File: config.mk
export PLATFORM = sky130hd
export DESIGN_NAME = imm_gen_stage_flat
export DESIGN_NICKNAME = d
export VERILOG_FILES = /design/src/rtl/imm_gen_stage_if.sv /design/src/rtl/imm_gen_stage.sv /design/src/flat_wrapper.sv
export SDC_FILE = /design/constraint.sdc
export NUM_CORES = 1
export LEC_CHECK = 0
export ABC_CLOCK_PERIOD_IN_PS = 1500
export BUFFER_PORTS_ARGS = -buffer_cell sky130_fd_sc_hd__buf_2
export CAP_MARGIN = 15
export CORE_AREA = 10 10 98 100
export CTS_BUF_LIST = sky130_fd_sc_hd__clkbuf_8
export CTS_CLUSTER_DIAMETER = 40
export DETAILED_ROUTE_END_ITERATION = 10
export DIE_AREA = 0 0 108 110
export MAX_ROUTING_LAYER = met4
export PLACE_DENSITY = 0.73
export SKIP_CTS_REPAIR_TIMING = 1
export SLEW_MARGIN = 20
export SYNTH_ARGS = -nofsm -noshare
export SYNTH_HDL_FRONTEND = slang
export SYNTH_SLANG_ARGS = --single-unit
File: constraint.sdc
create_clock -name clk -period 1.5 [get_ports clk]
set_clock_uncertainty 0.05 [all_clocks]
set_input_delay 0.3 -clock clk [delete_from_list [all_inputs] [get_ports clk]]
set_output_delay 0.3 -clock clk [all_outputs]
set_load 0.02 [all_outputs]
File: src/rtl/imm_gen_stage_if.sv
// Handshake bundle for the immediate generator: instruction beats in, immediate beats out.
// The stage uses the slave view; whoever drives instructions and consumes immediates uses master.
interface imm_gen_stage_if #(
   parameter int XLEN = 32
);
   logic            flush;
   logic            in_valid;
   logic            in_ready;
   logic [31:0]     instr;
   logic            out_valid;
   logic            out_ready;
   logic [XLEN-1:0] imm;
   logic [2:0]      fmt;

   modport master (
      output flush, in_valid, instr, out_ready,
      input  in_ready, out_valid, imm, fmt
   );

   modport slave (
      input  flush, in_valid, instr, out_ready,
      output in_ready, out_valid, imm, fmt
   );
endinterface

File: src/rtl/imm_gen_stage.sv
// Registered RV32I/RV64I immediate generator with a one-entry skid buffer.
// Each accepted instruction produces its extended immediate and format code one cycle later.
module imm_gen_stage #(
   parameter int XLEN    = 32,
   parameter bit SKID_EN = 1'b1
) (
   input  logic           clk,
   input  logic           rst_n,
   imm_gen_stage_if.slave bus
);

   typedef enum logic [2:0] {
      FMT_I   = 3'd0,
      FMT_S   = 3'd1,
      FMT_B   = 3'd2,
      FMT_U   = 3'd3,
      FMT_J   = 3'd4,
      FMT_SH  = 3'd5,
      FMT_Z   = 3'd6,
      FMT_ILL = 3'd7
   } fmt_e;

   localparam logic [6:0] OP_LOAD   = 7'b0000011;
   localparam logic [6:0] OP_JALR   = 7'b1100111;
   localparam logic [6:0] OP_IMM    = 7'b0010011;
   localparam logic [6:0] OP_STORE  = 7'b0100011;
   localparam logic [6:0] OP_BRANCH = 7'b1100011;
   localparam logic [6:0] OP_LUI    = 7'b0110111;
   localparam logic [6:0] OP_AUIPC  = 7'b0010111;
   localparam logic [6:0] OP_JAL    = 7'b1101111;
   localparam logic [6:0] OP_SYSTEM = 7'b1110011;

   logic [31:0]     ins;
   logic [XLEN-1:0] decImm;
   fmt_e            decFmt;

   logic            outValidQ, outValidD;
   logic [XLEN-1:0] immQ, immD;
   fmt_e            fmtQ, fmtD;
   logic            skidValidQ, skidValidD;
   logic [XLEN-1:0] skidImmQ, skidImmD;
   fmt_e            skidFmtQ, skidFmtD;

   logic            inReady;
   logic            accept;
   logic            outFree;

   assign ins = bus.instr;

   // Pure decode of the incoming word; bit 31 is the sign for every signed format.
   always_comb begin
      decImm = '0;
      decFmt = FMT_ILL;
      case (ins[6:0])
         OP_LOAD, OP_JALR: begin
            decFmt = FMT_I;
            decImm = {{(XLEN-12){ins[31]}}, ins[31:20]};
         end
         OP_IMM: begin
            if (ins[13:12] == 2'b01) begin
               if (XLEN == 32) begin
                  if (!ins[25]) begin
                     decFmt      = FMT_SH;
                     decImm[4:0] = ins[24:20];
                  end
               end else begin
                  decFmt      = FMT_SH;
                  decImm[5:0] = ins[25:20];
               end
            end else begin
               decFmt = FMT_I;
               decImm = {{(XLEN-12){ins[31]}}, ins[31:20]};
            end
         end
         OP_STORE: begin
            decFmt = FMT_S;
            decImm = {{(XLEN-12){ins[31]}}, ins[31:25], ins[11:7]};
         end
         OP_BRANCH: begin
            decFmt = FMT_B;
            decImm = {{(XLEN-12){ins[31]}}, ins[7], ins[30:25], ins[11:8], 1'b0};
         end
         OP_LUI, OP_AUIPC: begin
            decFmt = FMT_U;
            decImm = {{(XLEN-31){ins[31]}}, ins[30:12], 12'h000};
         end
         OP_JAL: begin
            decFmt = FMT_J;
            decImm = {{(XLEN-20){ins[31]}}, ins[19:12], ins[20], ins[30:21], 1'b0};
         end
         OP_SYSTEM: begin
            if (ins[14] && (ins[13:12] != 2'b00)) begin
               decFmt      = FMT_Z;
               decImm[4:0] = ins[19:15];
            end else begin
               decFmt = FMT_I;
               decImm = {{(XLEN-12){ins[31]}}, ins[31:20]};
            end
         end
         default: begin
            decFmt = FMT_ILL;
            decImm = '0;
         end
      endcase
   end

   // With the skid present, in_ready comes straight from a flop and never sees out_ready.
   assign inReady = SKID_EN ? !skidValidQ : (!outValidQ || bus.out_ready);
   assign accept  = bus.in_valid && inReady;
   assign outFree = !outValidQ || bus.out_ready;

   // Next-state: flush wins, then a draining output refills from the skid first to keep order.
   always_comb begin
      outValidD  = outValidQ;
      immD       = immQ;
      fmtD       = fmtQ;
      skidValidD = skidValidQ;
      skidImmD   = skidImmQ;
      skidFmtD   = skidFmtQ;
      if (bus.flush) begin
         outValidD  = 1'b0;
         skidValidD = 1'b0;
      end else if (outFree) begin
         if (skidValidQ) begin
            outValidD  = 1'b1;
            immD       = skidImmQ;
            fmtD       = skidFmtQ;
            skidValidD = 1'b0;
         end else if (accept) begin
            outValidD = 1'b1;
            immD      = decImm;
            fmtD      = decFmt;
         end else begin
            outValidD = 1'b0;
         end
      end else if (accept && SKID_EN) begin
         skidValidD = 1'b1;
         skidImmD   = decImm;
         skidFmtD   = decFmt;
      end
   end

   // State registers; reset leaves the output showing an illegal, zero immediate.
   always_ff @(posedge clk or negedge rst_n) begin
      if (!rst_n) begin
         outValidQ  <= 1'b0;
         immQ       <= '0;
         fmtQ       <= FMT_ILL;
         skidValidQ <= 1'b0;
         skidImmQ   <= '0;
         skidFmtQ   <= FMT_ILL;
      end else begin
         outValidQ  <= outValidD;
         immQ       <= immD;
         fmtQ       <= fmtD;
         skidValidQ <= skidValidD;
         skidImmQ   <= skidImmD;
         skidFmtQ   <= skidFmtD;
      end
   end

   assign bus.in_ready  = inReady;
   assign bus.out_valid = outValidQ;
   assign bus.imm       = immQ;
   assign bus.fmt       = fmtQ;

endmodule

File: src/flat_wrapper.sv
// flat-port wrapper written by rule: the top's interface ports become plain ports
module imm_gen_stage_flat 
#(
   parameter int XLEN    = 32,
   parameter bit SKID_EN = 1'b1
)
  (clk, rst_n, bus_flush, bus_in_valid, bus_instr, bus_out_ready, bus_in_ready, bus_out_valid, bus_imm, bus_fmt);
  imm_gen_stage_if #(.XLEN(XLEN)) bus_i ();
  input  logic clk;
  input  logic rst_n;
  input wire logic [$bits(bus_i.flush)-1:0] bus_flush;
  input wire logic [$bits(bus_i.in_valid)-1:0] bus_in_valid;
  input wire logic [$bits(bus_i.instr)-1:0] bus_instr;
  input wire logic [$bits(bus_i.out_ready)-1:0] bus_out_ready;
  output wire logic [$bits(bus_i.in_ready)-1:0] bus_in_ready;
  output wire logic [$bits(bus_i.out_valid)-1:0] bus_out_valid;
  output wire logic [$bits(bus_i.imm)-1:0] bus_imm;
  output wire logic [$bits(bus_i.fmt)-1:0] bus_fmt;
  assign bus_i.flush = bus_flush;
  assign bus_i.in_valid = bus_in_valid;
  assign bus_i.instr = bus_instr;
  assign bus_i.out_ready = bus_out_ready;
  assign bus_in_ready = bus_i.in_ready;
  assign bus_out_valid = bus_i.out_valid;
  assign bus_imm = bus_i.imm;
  assign bus_fmt = bus_i.fmt;
  imm_gen_stage #(.XLEN(XLEN), .SKID_EN(SKID_EN)) u_core (.clk(clk), .rst_n(rst_n), .bus(bus_i));
endmodule
### Word-level counts from Yosys, hierarchy flattened

Cells that the tools add are included.

* flip-flop bits (word level): 72
* latch bits: 0
* bits in writable memories: 0
* ROM bits: 0
* input bits: 37
* output and inout port bits: 37
* logic and storage cells: 52
* memories: 0

* add/subtract/negate cells: 0
* multipliers: 0
* div/mod/pow operators: 0
* magnitude comparators: 0
* equal/unequal tests: 10
* shift operators: 0
* multiplexer cells: 21
* bitwise logic cells: 2
* reductions and logical operators: 13

Operators with widths (count)
* 32-bit one-hot mux with 7 select lines: 1
* 32-bit 2-to-1 mux: 2
* 7-bit == test (second input constant): 4
* 27-bit 2-to-1 mux: 1
* 26-bit 2-to-1 mux: 1
* 3-bit one-hot mux with 7 select lines: 1
* 7-bit by 5-bit == test with 1-bit output (second input constant): 2
* 7-bit by 6-bit == test with 1-bit output (second input constant): 2
* 3-bit 2-to-1 mux: 4
* 5-bit 2-to-1 mux: 2
* 7-bit by 2-bit == test with 1-bit output (second input constant): 1
* 1-bit 2-to-1 mux: 7
* 6-bit 2-to-1 mux: 1
* 3-bit AND reduction: 2
* 2-bit nonzero test: 3
* 2-bit OR reduction: 2
* 3-bit nonzero test: 1
* 2-bit by 1-bit == test with 1-bit output (second input constant): 1
* 1-bit logical AND: 2
* 1-bit zero test: 2
* 2-bit 2-to-1 mux: 1
* 1-bit NOT: 2
* 1-bit logical OR: 1

### Depth between registers and ports, before layout

* depth after elaboration: 6
* gate-level depth with buffers: 7
* gate-level depth less buffers: 5

### Worst setup path before layout

OpenSTA, ideal clock, no wires.

* path type: register to register
* start: register u_core.outValidQ (netlist: u_core.bus.out_valid)
* end: register u_core.immQ[12] (netlist: u_core.bus.imm[12])
* library setup time: 0.141 ns
* data arrival time: 1.505 ns
* slack: -0.196 ns
* cell stages (with the launch flop): 6
* path buffers: 0
* period minus slack after synthesis: 1.696 ns
* cell sequence: dfrtp_1 > nor2b_1 > nor3_2 > nand2_1 > nor3_4 > a22oi_1

* longest elaborated chain between the ends: 3

Ends and longest elaborated chain
* start, declared: line imm_gen_stage.sv:37 `logic outValidQ, outValidD;`
* start signal, assigned: line imm_gen_stage.sv:153 `outValidQ <= outValidD;`
* 1-bit zero test
* 1-bit logical OR
* 3-bit AND reduction (no source line)
* end signal, assigned: line imm_gen_stage.sv:154 `immQ <= immD;`
* end, declared: line imm_gen_stage.sv:38 `logic [XLEN-1:0] immQ, immD;`

Every way passes these cells.
A chain may end at the register's enable or synchronous reset.

### Worst setup path after layout

* start: register u_core.outValidQ (netlist: u_core.bus.out_valid)
* end: register u_core.immQ[29] (netlist: u_core.bus.imm[29])

Same word-level chain as after synthesis.

==> impl_metrics.yaml <==
yosys:
  synthFlopType: "dfrtp_1"
  synth.area.top_cells: "dfrtp_1 (43%), o21ai_0 (5.0%), nand2_1 (5.0%)"
  yosysUniqueCellTypes: 54
  synth-xor-area-share_pct: 0
  synth_edf_count: 0
  synth_seq_cells: 72
  synth_area_um2: 3870
  ys_seq_area_share_pct: 46.8
  synth_top_family_by_area: "compound AO/OA/AOI/OAI gates"
  yosys_warnings: 0
  syn_area_per_cell_um2: 9.21
  yosys.area.top_type: "dfrtp_1"
  yosys-top-cells-count: "dfrtp_1 (66), nand2_1 (52), nor2_1 (47)"
  synth_cells: 420
  synth-adder-area-share_pct: 0
  yosys-mux-area-fraction_pct: 0.517
  yosysMostFrequentCell: "dfrtp_1"
  ys_async_sr_fraction_pct: 100
  synthSimpleGateAreaFrac_pct: 21.0
  synth_top_area_share_pct: 42.7
  synth_compound_area_share_pct: 26.8
  syn_nets: 457
clocking:
  tritoncts: "yes"
  clock_latency_ps: 360
  cts_htree_levels: 3
  clkSlewWorstSetupHoldPaths_ps: 100
  clock_sink_count: 72
  cts_buffer_depth: 2
  cts-buffers-inserted: 9
  root_buffer: "clkbuf_8"
final_layout:
  fin_area_um2: 5410
  antenna-diode-count: 0
  drive_gt1_share_pct: 44.7
  area_growth_syn_to_layout_pct: 39.7
  nets: 594
  fillers: 590
route:
  wl_per_cell_um: 19.7
  vias: 3900
  drc: 0
  first_pass_iters: 5
  initialDrtViolationCount: 277
  drt_wl_total_um: 13100
  ant_nets: 0
  viasPerCell: 5.87
power_and_ir_drop:
  p_int_mw: 3.50
  power_density_nw_per_um2: 977
  power_leakage_nw: 2.45
  seqPwrFrac_pct: 46.8
  finalPower_mw: 5.28
  p_comb_share_pct: 25.1
  vdd_ir_drop_max_uv: 851
  p_sw_share_pct: 33.8
  p_sw_mw: 1.79
  clockPowerShare_pct: 28.2
timing:
  slew-limit-headroom_pct: 73.1
  holdWs_ps: 153
  hold_viol: 0
  setup_slack_ps: -204
  slew_violations: 0
  finalCritPeriodShare_pct: 114
  period_minus_slack_ps: 1700
  rsz0062_at_grt: "true"
  tightest_slew_ps: 403
  tns_ps: -6090
  clock.fmax_ghz: 0.587
  setup_viol: 66
place:
  place_ws_ps: -422
  place_hpwl_um: 8700
  place_area_um2: 4890
  numPortBuffers: 73
  gp_congestion: 0.911
die:
  die_h_um: 110
  ioPinCount: 74
  die_area_um2: 11900
  core_um2: 7650
  die_x_um: 108
  initial_core_util_pct: 50.6
  fp-row-count: 32
grt:
  grt_start_max_net_pins: 50
  track_usage_pct: 20.5
  grt_pass1_vias: 3768
  grt-ovfl-total: 0
  antenna_found_initial: 0
  grt_pass1_wl_um: 18900
setup_path:
  critPathArrivalTime_ps: 1900
  cp_max_fo: 9
  worstSetupPathType: "reg2reg"
  required_ps: 1700
  end_kind: "flop"
  crit_path_start_kind: "flop"
run_status:
  violations: "setup timing"
  status: "complete, but fails checks"
job:
  maxCapViolCount: 0
hold_path:
  hp-class: "in2reg"
worst max-delay path, cell delays in order (launching register included):
cell	delay, ps
dfrtp_2	400
nor2b_4	150
or3_4	360
buf_12	160
or3_1	300
o21ai_1	110
a21oi_1	80
stage by stage:
step	util [%]	std cells
floorplan	-	420
CTS	66.4	652
detailed placement	64.0	636
global route	70.7	664
global placement	64.0	636
finish	70.7	664
cell type report:
cell class	count	area, um2	area share (%)
multi-input combinational	315	2040	37.7
sequential	72	1810	33.5
timing repair buffer	156	1230	22.8
tap	102	128	2.36
clock buffer	9	124	2.29
clock inverter	7	61.3	1.13
inverter	3	13.8	0.255
routing by layer:
layer | routed length (um) | share of wire, % | track usage, % | vias up
met1 | 5700 | 44 | 25.8 | 1900
met3 | 832 | 6.4 | 3.08 | 22
met4 | 220 | 1.7 | 6.30 | 0
met5 | 0 | 0 | - | -
met2 | 6320 | 48 | 33.4 | 175
li1 | - | - | - | 1803
kinds of logic after synthesis:
logic type,count (synthesis)
DFF,72
buffers and inverters,33
muxes,2
and+or+nand+nor,160
AOI/OAI and AO/OA,153
worst paths after layout:
kind	from	endpoint	slack [ps]	cells past startpoint
max reg2reg	u_core.bus.out_valid	u_core.bus.imm[29]	-200	6
min in group asynchronous	rst_n	u_core.skidValidQ	240	2
max in group asynchronous	rst_n	u_core.bus.imm[23]	670	3
min	bus_instr[29]	u_core.bus.imm[9]	150	3
min reg2reg	u_core.skidFmtQ[1]	u_core.skidFmtQ[1]	430	2
max	u_core.bus.out_valid	u_core.bus.imm[29]	-200	6
sequential cells by signal, indices dropped and copies added (netlist names):
| register | flops |
|---|---|
| u_core.skidImmQ | 32 |
| u_core.bus.fmt | 3 |
| u_core.skidValidQ | 1 |
| u_core.skidFmtQ | 3 |
| u_core.bus.out_valid | 1 |
| u_core.bus.imm | 32 |
placed cells by master, fill, tap and decap left out, types with 3 or more instances in the layout:
cell	netlist	routed
dfstp_2	6	6
buf_6	7	8
a221o_1	3	3
inv_6	0	4
clkbuf_8	0	9
a22oi_2	8	13
a21oi_2	9	20
or3_1	4	3
o21ai_2	10	12
dfrtp_1	66	65
nand2_1	52	51
nor3_1	5	5
buf_2	11	72
nand2b_1	3	3
nor2_1	47	41
o21ai_0	39	31
nor2_4	0	4
and3_1	11	10
nand3b_1	5	5
a22oi_1	10	5
a31oi_1	17	17
a22o_1	4	4
a21o_1	4	4
buf_4	0	59
nand3_1	11	11
o21ai_1	5	11
clkbuf_16	0	4
a21oi_1	34	22
buf_12	0	10
power groups by stage:
stage	Clock [mW]	Combinational, mW	Sequential (mW)
3_3_place_gp	0	1.18	2.47
4_1_cts	1.50	1.22	2.45
6_report	1.49	1.32	2.47
2_1_floorplan	0	0.550	2.60
3_5_place_dp	0	1.22	2.48
5_1_grt	1.60	1.43	2.50
No activity file was read; power rests on OpenSTA's default activity.
